--- src/rtl/icache_dm.sv ---
// Direct-mapped, read-only instruction cache.
// The core side takes a word-aligned PC and returns one 32-bit instruction.
// A miss requests the whole line from memory as a burst, fills the line, and
// then returns the requested word. hit_cnt and miss_cnt feed the core's
// performance counters.
// Ports:
//   clk, rst                      clock, asynchronous active-high reset
//   from_cpu_inst_req_*           fetch request (valid/addr); to_cpu_inst_req_ready
//   to_cpu_cache_rsp_*            instruction response (valid/data); from_cpu_cache_rsp_ready
//   to_mem_rd_req_*               line refill request (valid/addr); from_mem_rd_req_ready
//   from_mem_rd_rsp_*             refill beats (valid/data/last); to_mem_rd_rsp_ready
//   hit_cnt, miss_cnt             wrapping 32-bit hit and miss counters
module icache_dm #(
  parameter int SETS       = 8,
  parameter int LINE_WORDS = 8
) (
  input  logic        clk,
  input  logic        rst,
  input  logic        from_cpu_inst_req_valid,
  input  logic [31:0] from_cpu_inst_req_addr,
  output logic        to_cpu_inst_req_ready,
  output logic        to_cpu_cache_rsp_valid,
  output logic [31:0] to_cpu_cache_rsp_data,
  input  logic        from_cpu_cache_rsp_ready,
  output logic        to_mem_rd_req_valid,
  output logic [31:0] to_mem_rd_req_addr,
  input  logic        from_mem_rd_req_ready,
  input  logic        from_mem_rd_rsp_valid,
  input  logic [31:0] from_mem_rd_rsp_data,
  input  logic        from_mem_rd_rsp_last,
  output logic        to_mem_rd_rsp_ready,
  output logic [31:0] hit_cnt,
  output logic [31:0] miss_cnt
);
  localparam int IW = $clog2(SETS);
  localparam int WW = $clog2(LINE_WORDS);
  localparam int OW = WW + 2;
  localparam int TW = 32 - IW - OW;
  localparam int BW = WW + 1;  // beat counter must be able to reach LINE_WORDS

  typedef enum logic [4:0] {
    S_WAIT    = 5'b00001,
    S_TAG_RD  = 5'b00010,
    S_MEM_REQ = 5'b00100,
    S_REFILL  = 5'b01000,
    S_RESP    = 5'b10000
  } state_t;

  state_t state, state_nxt;

  logic [31:0]     req_addr;
  logic [31:0]     rsp_reg;
  logic [BW-1:0]   beat_cnt;
  logic [SETS-1:0] valid;
  logic [TW-1:0]   tag_mem  [SETS];
  logic [31:0]     data_mem [SETS][LINE_WORDS];

  logic [TW-1:0] req_tag;
  logic [IW-1:0] req_idx;
  logic [WW-1:0] req_word;
  logic [WW-1:0] beat_word;
  logic          beat_in_line;
  logic          beat_fire;
  logic          hit;

  assign req_tag      = req_addr[31:IW+OW];
  assign req_idx      = req_addr[IW+OW-1:OW];
  assign req_word     = req_addr[OW-1:2];
  assign beat_word    = beat_cnt[WW-1:0];
  // LINE_WORDS is a power of two, so the top counter bit flags saturation.
  assign beat_in_line = ~beat_cnt[WW];
  assign beat_fire    = (state == S_REFILL) && from_mem_rd_rsp_valid;
  assign hit          = valid[req_idx] && (tag_mem[req_idx] == req_tag);

  // State register
  always_ff @(posedge clk or posedge rst) begin
    if (rst) state <= S_WAIT;
    else     state <= state_nxt;
  end

  // Next-state logic
  always_comb begin
    state_nxt = state;
    unique case (state)
      S_WAIT:    if (from_cpu_inst_req_valid) state_nxt = S_TAG_RD;
      S_TAG_RD:  state_nxt = hit ? S_RESP : S_MEM_REQ;
      S_MEM_REQ: if (from_mem_rd_req_ready) state_nxt = S_REFILL;
      S_REFILL:  if (from_mem_rd_rsp_valid && from_mem_rd_rsp_last) state_nxt = S_RESP;
      S_RESP:    if (from_cpu_cache_rsp_ready) state_nxt = S_WAIT;
      default:   state_nxt = S_WAIT;
    endcase
  end

  // Outputs decoded from state; req_ready is held low while reset is asserted.
  always_comb begin
    to_cpu_inst_req_ready  = (state == S_WAIT) && !rst;
    to_cpu_cache_rsp_valid = (state == S_RESP);
    to_mem_rd_req_valid    = (state == S_MEM_REQ);
    to_mem_rd_rsp_ready    = (state == S_REFILL);
    to_mem_rd_req_addr     = {req_addr[31:OW], {OW{1'b0}}};
    to_cpu_cache_rsp_data  = rsp_reg;
  end

  // Request/response registers, valid bits, beat counter and statistics
  always_ff @(posedge clk or posedge rst) begin
    if (rst) begin
      req_addr <= '0;
      rsp_reg  <= '0;
      beat_cnt <= '0;
      valid    <= '0;
      hit_cnt  <= '0;
      miss_cnt <= '0;
    end else begin
      unique case (state)
        S_WAIT: if (from_cpu_inst_req_valid) req_addr <= from_cpu_inst_req_addr;
        S_TAG_RD: begin
          if (hit) begin
            rsp_reg <= data_mem[req_idx][req_word];
            hit_cnt <= hit_cnt + 32'd1;
          end else begin
            miss_cnt <= miss_cnt + 32'd1;
          end
        end
        S_MEM_REQ: begin
          beat_cnt       <= '0;
          valid[req_idx] <= 1'b0;
        end
        S_REFILL: begin
          if (from_mem_rd_rsp_valid) begin
            if (beat_in_line) beat_cnt <= beat_cnt + BW'(1);
            if (beat_in_line && (beat_word == req_word)) rsp_reg <= from_mem_rd_rsp_data;
            // The line is valid only if this last beat is exactly beat LINE_WORDS.
            if (from_mem_rd_rsp_last)
              valid[req_idx] <= (beat_cnt == BW'(LINE_WORDS - 1));
          end
        end
        default: ;
      endcase
    end
  end

  // Tag and data arrays, not reset
  always_ff @(posedge clk) begin
    if (beat_fire && beat_in_line) data_mem[req_idx][beat_word] <= from_mem_rd_rsp_data;
    if (beat_fire && from_mem_rd_rsp_last) tag_mem[req_idx] <= req_tag;
  end

endmodule

--- config.mk ---
export PLATFORM = sky130hd
export DESIGN_NAME = icache_dm
export DESIGN_NICKNAME = d
export VERILOG_FILES = /design/src/rtl/icache_dm.sv
export SDC_FILE = /design/constraint.sdc
export NUM_CORES = 2
export LEC_CHECK = 0
export CORE_ASPECT_RATIO = 0.9
export CORE_MARGIN = 4
export CORE_UTILIZATION = 39
export DETAILED_ROUTE_END_ITERATION = 6
export PLACE_DENSITY = 0.6
export SLEW_MARGIN = 15
export SYNTH_ARGS = -nofsm -noshare
export SYNTH_HDL_FRONTEND = slang
export SYNTH_SLANG_ARGS = --single-unit
export TNS_END_PERCENT = 30
--- constraint.sdc ---
create_clock -name clk -period 6.7 [get_ports clk]
set_clock_uncertainty 0.1 [all_clocks]
set_input_delay 1.34 -clock clk [delete_from_list [all_inputs] [get_ports clk]]
set_output_delay 1.34 -clock clk [all_outputs]
set_load 0.05 [all_outputs]
Word-level counts from Yosys, hierarchy flattened:

Memories as Yosys holds them, arrays and structs flattened.
Cells that the tools add are included.

* $add $sub $neg: 3
* bitwise operators: 6
* reductions and logical operators: 20
* muxes and demuxes: 30
* magnitude comparators: 5
* equality and inequality tests: 17

Operator list (count)
* 256-bit 2-to-1 mux: 1
* 32-bit 2-to-1 mux: 6
* 32-bit binary-select mux with 3-bit select: 1
* 32-bit demux with 3-bit select: 1
* 32-bit by 1-bit adder with 32-bit output, second input constant: 2
* 32-bit case mux with 2 select lines: 1
* 5-bit 2-to-1 mux: 5
* 5-bit case mux with 5 select lines: 1
* 24-bit == test: 1
* 8-bit 2-to-1 mux: 2
* 8-bit case mux with 2 select lines: 1
* 2-bit inequality test, second input constant: 5
* 1-bit logical AND: 9
* 8-bit AND: 1
* 8-bit bitwise mux: 1
* 4-bit greater-or-equal comparator, second input constant: 2
* 4-bit 2-to-1 mux: 2
* 2-bit by 1-bit inequality test with 1-bit output, second input constant: 4
* 3-bit NOT with 4-bit output: 2
* 8-bit NOT: 1
* 4-bit case mux with 2 select lines: 1
* 2-bit AND reduction: 4
* 4-bit AND reduction: 2
* 3-bit AND reduction: 2
* other kinds (17): 23

* bits of input ports: 71
* memories: 2
* register bits after elaboration: 145
* output and inout port bits: 132
* RAM bits: 2240
* logic and storage cells: 91

Memories
* data_mem: depth 8, bits a word 256, rd ports 1, clocked after memory_dff 0, wr ports 1, RTL line 56 `logic [31:0] data_mem [SETS][LINE_WORDS];`
* tag_mem: depth 8, bits a word 24, rd ports 1, clocked after memory_dff 0, wr ports 1, RTL line 55 `logic [TW-1:0] tag_mem [SETS];`

Logic depth before layout (Yosys ltp):

* word-level depth: 8
* gate-level depth with buffers: 16
* gate-level depth less buffers: 8

Worst setup path after synthesis:

OpenSTA, ideal clock, no wires.

* path type: register to register
* start: register req_addr[7]
* end: memory data_mem[6][32] (netlist name) (enable)
* setup slack: 2466 ps
* period minus slack after synthesis: 4234 ps
* data required time: 6179 ps
* library setup time: 421 ps
* cell stages (with the launch flop): 12
* arrival: 3713 ps
* path buffers: 9
* cell sequence: dfrtp_1 > buf_4 > buf_4 > buf_4 > buf_4 > buf_2 > buf_2 > buf_2 > buf_2 > buf_2 > nand2_1 > nor2_1

RTL lines
* start, declared: RTL line 51 `logic [31:0] req_addr;`
* start signal, assigned: RTL line 115 `S_WAIT: if (from_cpu_inst_req_valid) req_addr <= from_cpu_inst_req_addr;`
* end, declared: RTL line 56

No word-level cell before the write port.

Worst setup path after layout:

* start: register req_addr[7]
* end: register rsp_reg[6] (netlist: to_cpu_cache_rsp_data[6])

* longest elaborated chain between the ends: 6
* elaborated cells on any way between the ends: 13
* classes of those cells: eq/ne (2); mux (7); reduce/logical (2); memory (2)

RTL lines
* memory read 8 x 256 bit
* 32-bit binary-select mux with 3-bit select: RTL line 118 `rsp_reg <= data_mem[req_idx][req_word];`
* 32-bit 2-to-1 mux (not written as such) (2 in series): RTL line 118
* 32-bit 2-to-1 mux: RTL line 117 `if (hit) begin`
* 32-bit case mux with 2 select lines: RTL line 114 `unique case (state)`
* end signal, assigned: RTL line 118
* end signal, assigned: RTL line 131 `if (beat_in_line && (beat_word == req_word)) rsp_reg <= from_mem_rd_rsp_data;`
* end, declared: RTL line 52 `logic [31:0] rsp_reg;`

Parallel ways exist; a longest one is shown, timed or not. The select of a mux whose other input is x is not followed.
A chain may end at the register's enable or synchronous reset.

==> summary.md <==
| Metric | Value |
|---|---|
| Sequential power share | `approximately 38%` |
| Critical Path End Type | `register` |
| Worst path cell trace | `buf_4, and3b_2, buf_4, buf_4, a221oi_1, o221ai_1, a311oi_1, o31ai_1, mux2_1` |
| Hold buffers post-CTS | `0` |
| Worst min path class | `register to register` |
| CP peak stage delay | `0.99 ns` |
| Period Utilization, post-route | `between 70% and 80%` |
| Area contributors post-synth | `edfxtp_1 72%, dfrtp_1 3.8%, mux2i_1 3.6%` |
| Chip Width | `523.7 um` |
| First-pass GRT wire length | `420000 um` |
| Drt initial violations | `8513` |
| Commonest non-fill, non-tap cell in the layout | `edfxtp_1` |
| Lkg Pwr | `roughly 35 nW` |
| Pwr Density | `428.1 nW/um^2` |
| CTS Buffer Depth | `4` |
| Slew HR | `16.78%` |
| Clk Latency, worst-skew pair | `0.86 ns` |
| Ys flop type | `edfxtp_1` |
| DRT Pass-1 Iters | `6` |
| Most frequent cells in the layout | `2240 x edfxtp_1, 337 x mux2i_1, 266 x nand2_1` |
| Setup slack, reg-to-reg | `about 1.8 ns` |
| Syn avg cell area | `17.01 sq um` |
| Routability cong. | `slightly above 0.8` |
| Worst path arrival time | `5.55 ns` |
| Sw frac | `37.62%` |
| Pre-CTS WS | `1.422 ns` |
| Max-capacitance violation count | `0` |
| Share of layout cells above drive strength 1 | `17.01%` |
| RR Startpoint | `req_addr[7]$_DFFE_PP0P_` |
| CTS tree | `built` |
| Final setup vio count | `0` |
| Rows | `170` |
| HPWL after DPL | `roughly 170000 um` |
| Core region area | `roughly 240000 sq um` |
| Setup TNS | `0 ns` |
| Hold path cells | `1` |
| CTS Root Cell | `clkbuf_16` |
| Yosys warning count | `0` |
| H-Tree Level Count | `4` |
| Pin count of the biggest net entering global routing | `between 100 and 150` |
| Crit path launch type | `register` |
| Post-route antenna net violation count | `0` |
| Post-Syn Instances | `5489` |
| Routed WL per cell | `33.26 um` |
| Outcome | `finished clean` |
| Int Power | `28.67 mW` |
| Clock Pin Slew Worst Setup and Hold Paths | `0.06 ns` |
| Period minus WS final | `4.908 ns` |
| Crit path kind | `register to register` |
| Library cells used by synthesis | `79` |
| Hold Path Sink | `miss_cnt[31]$_DFFE_PP0P_` |
| Required time of the critical path | `7.34 ns` |
| # fillers | `slightly above 20000` |
| Final WL | `304400 um` |
| Critical path fanouts, max | `39` |
| Yosys top cell area share | `72.06%` |
| Grt total ovfl | `0` |
| Worst Hold Launch | `miss_cnt[31]$_DFFE_PP0P_` |
| Slowest stage cell, crit path | `a311oi_1` |
| Initial antenna violation count | `20` |
| Fin cells | `~9200` |
| Final-report hold violation count | `0` |
| Gr usage total | `between 20% and 30%` |
| Num ports | `203` |
| WHS | `0.3810 ns` |
| Dpl cell area | `100100 sq um` |
| Vias per std cell | `6.130` |
| Max Transition Viols Final | `0` |
| Max Freq | `0.2037 GHz` |
| Via Count | `56110` |
| Initial Util | `39.18%` |
| Worst Slack Setup Final | `1.792 ns` |
| Worst slew pin tran | `1.235 ns` |
| Pwr Total | `approximately 46 mW` |
| Async set-reset flop share out of synthesis | `6.001%` |
| TritonCTS Buffers | `231` |
| Synthesized area | `~93000 sq um` |
| Vias in the first global route | `52900` |
| R2R depth | `9` |
| Peak supply drop | `371.5 uV` |
| Clock share of power | `27.6%` |
| Cell mode on critical path | `buf_4` |
| P_sw | `17.29 mW` |
| Final Core Density | `45.06%` |
| Post-CTS Setup Repair Bufs | `0` |
| CTS resizes | `0` |
| Post-synth EDFFs | `2240` |
| Sequential-to-total area share from yosys stat | `75.89%` |
| Final net count | `5855` |
| Syn-to-layout area delta | `14.99%` |
| Final Cell Area | `roughly 110000 sq um` |
| Total clock sinks | `2383` |
| RSZ-0062 raised after global routing | `false` |
| Dpl cells | `about 8700` |
| Synth area leader | `edfxtp_1` |
| Die Span Y | `~470 um` |
| Critical R2R Capture | `to_cpu_cache_rsp_data[6]$_DFFE_PP0P_` |
| Die Area | `247300 sq um` |
| Port bufs | `~200` |
| Yosys reg bits | `2383` |
| Residual DRC count | `0` |
| Logic pwr share | `34.6%` |
-- registers in the layout, summed over array words and instances (netlist names) --
signal	count
state	5
hit_cnt	32
beat_cnt	4
data_mem	2048
to_cpu_cache_rsp_data	32
tag_mem	192
req_addr	30
valid	8
miss_cnt	32
-- metal layers --
metal  GRT usage, %  up-vias  part of all wire [%]
li1               -    22600                     -
met1          34.52    29270                    40
met2          35.47     3677                    44
met3          5.914      544                    12
met4          7.810       14                   3.7
met5         0.1958        -                 0.048
-- worst max path at each step --
stage                                            endpoint               startpoint  cells after the start
finish               to_cpu_cache_rsp_data[6]$_DFFE_PP0P_  req_addr[7]$_DFFE_PP0P_                      9
detailed placement              data_mem[0][42]$_DFFE_PP_    from_mem_rd_rsp_valid                      6
CTS                               miss_cnt[1]$_DFFE_PP0P_  req_addr[5]$_DFFE_PP0P_                      9
floorplan                         beat_cnt[0]$_DFFE_PP0P_                      rst                      1
global route        to_cpu_cache_rsp_data[31]$_DFFE_PP0P_  req_addr[6]$_DFFE_PP0P_                     10
global placement                data_mem[0][42]$_DFFE_PP_    from_mem_rd_rsp_valid                      6
-- critical path, delay by kind of cell (launching register included) --
family / cells / cell delay [ns]
buf+inv: 3 / 1.14
mux: 1 / 0.31
simple gates: 1 / 0.40
flops: 1 / 0.95
compound gates: 4 / 1.82
-- power by group through the flow --
stage | sequential [mW] | clock [mW] | combinational [mW]
2_1_floorplan | 17.6 | 0 | 8.50
3_3_place_gp | 17.7 | 0 | 15.5
3_5_place_dp | 17.7 | 0 | 15.5
4_1_cts | 17.4 | 12.8 | 15.6
5_1_grt | 17.4 | 13.4 | 16.4
6_report | 17.4 | 12.7 | 15.9
-- cell usage after synthesis (all sizes together) (42+ instances only) --
library cell,n
nand2,267
clkbuf,150
edfxtp,2240
buf,237
nor2,299
nand3,61
o21ai,218
mux4,89
nor3,46
a22oi,105
a221oi,209
xor2,63
o221ai,42
a21oi,247
mux2,248
a221o,59
mux2i,337
dfrtp,142
-- kinds of logic (layout without fill, tap and decap cells) --
group	after synthesis	after routing	synth area share, %
compound gates	1149	1149	8.661
other cells	1	10	0.004017
simple gates	786	786	3.742
buf+inv	411	884	2.138
fa+ha+maj	3	3	0.04021
xor+xnor	82	82	0.7694
mux	674	674	8.753
flops	2383	2383	75.89
-- layout make-up --
type	count	area [sq um]	share of cell area (%)
inverters	24	108.9	0.1014
flip-flops and latches	2383	70860	66.02
clock buffers	306	6223	5.798
multi-input cells	2699	21150	19.70
diodes	5	12.51	0.01166
well taps	3182	3981	3.709
clock inverters	112	994.7	0.9267
repair buffers	442	4009	3.735
(Power assumes the default switching activity.)
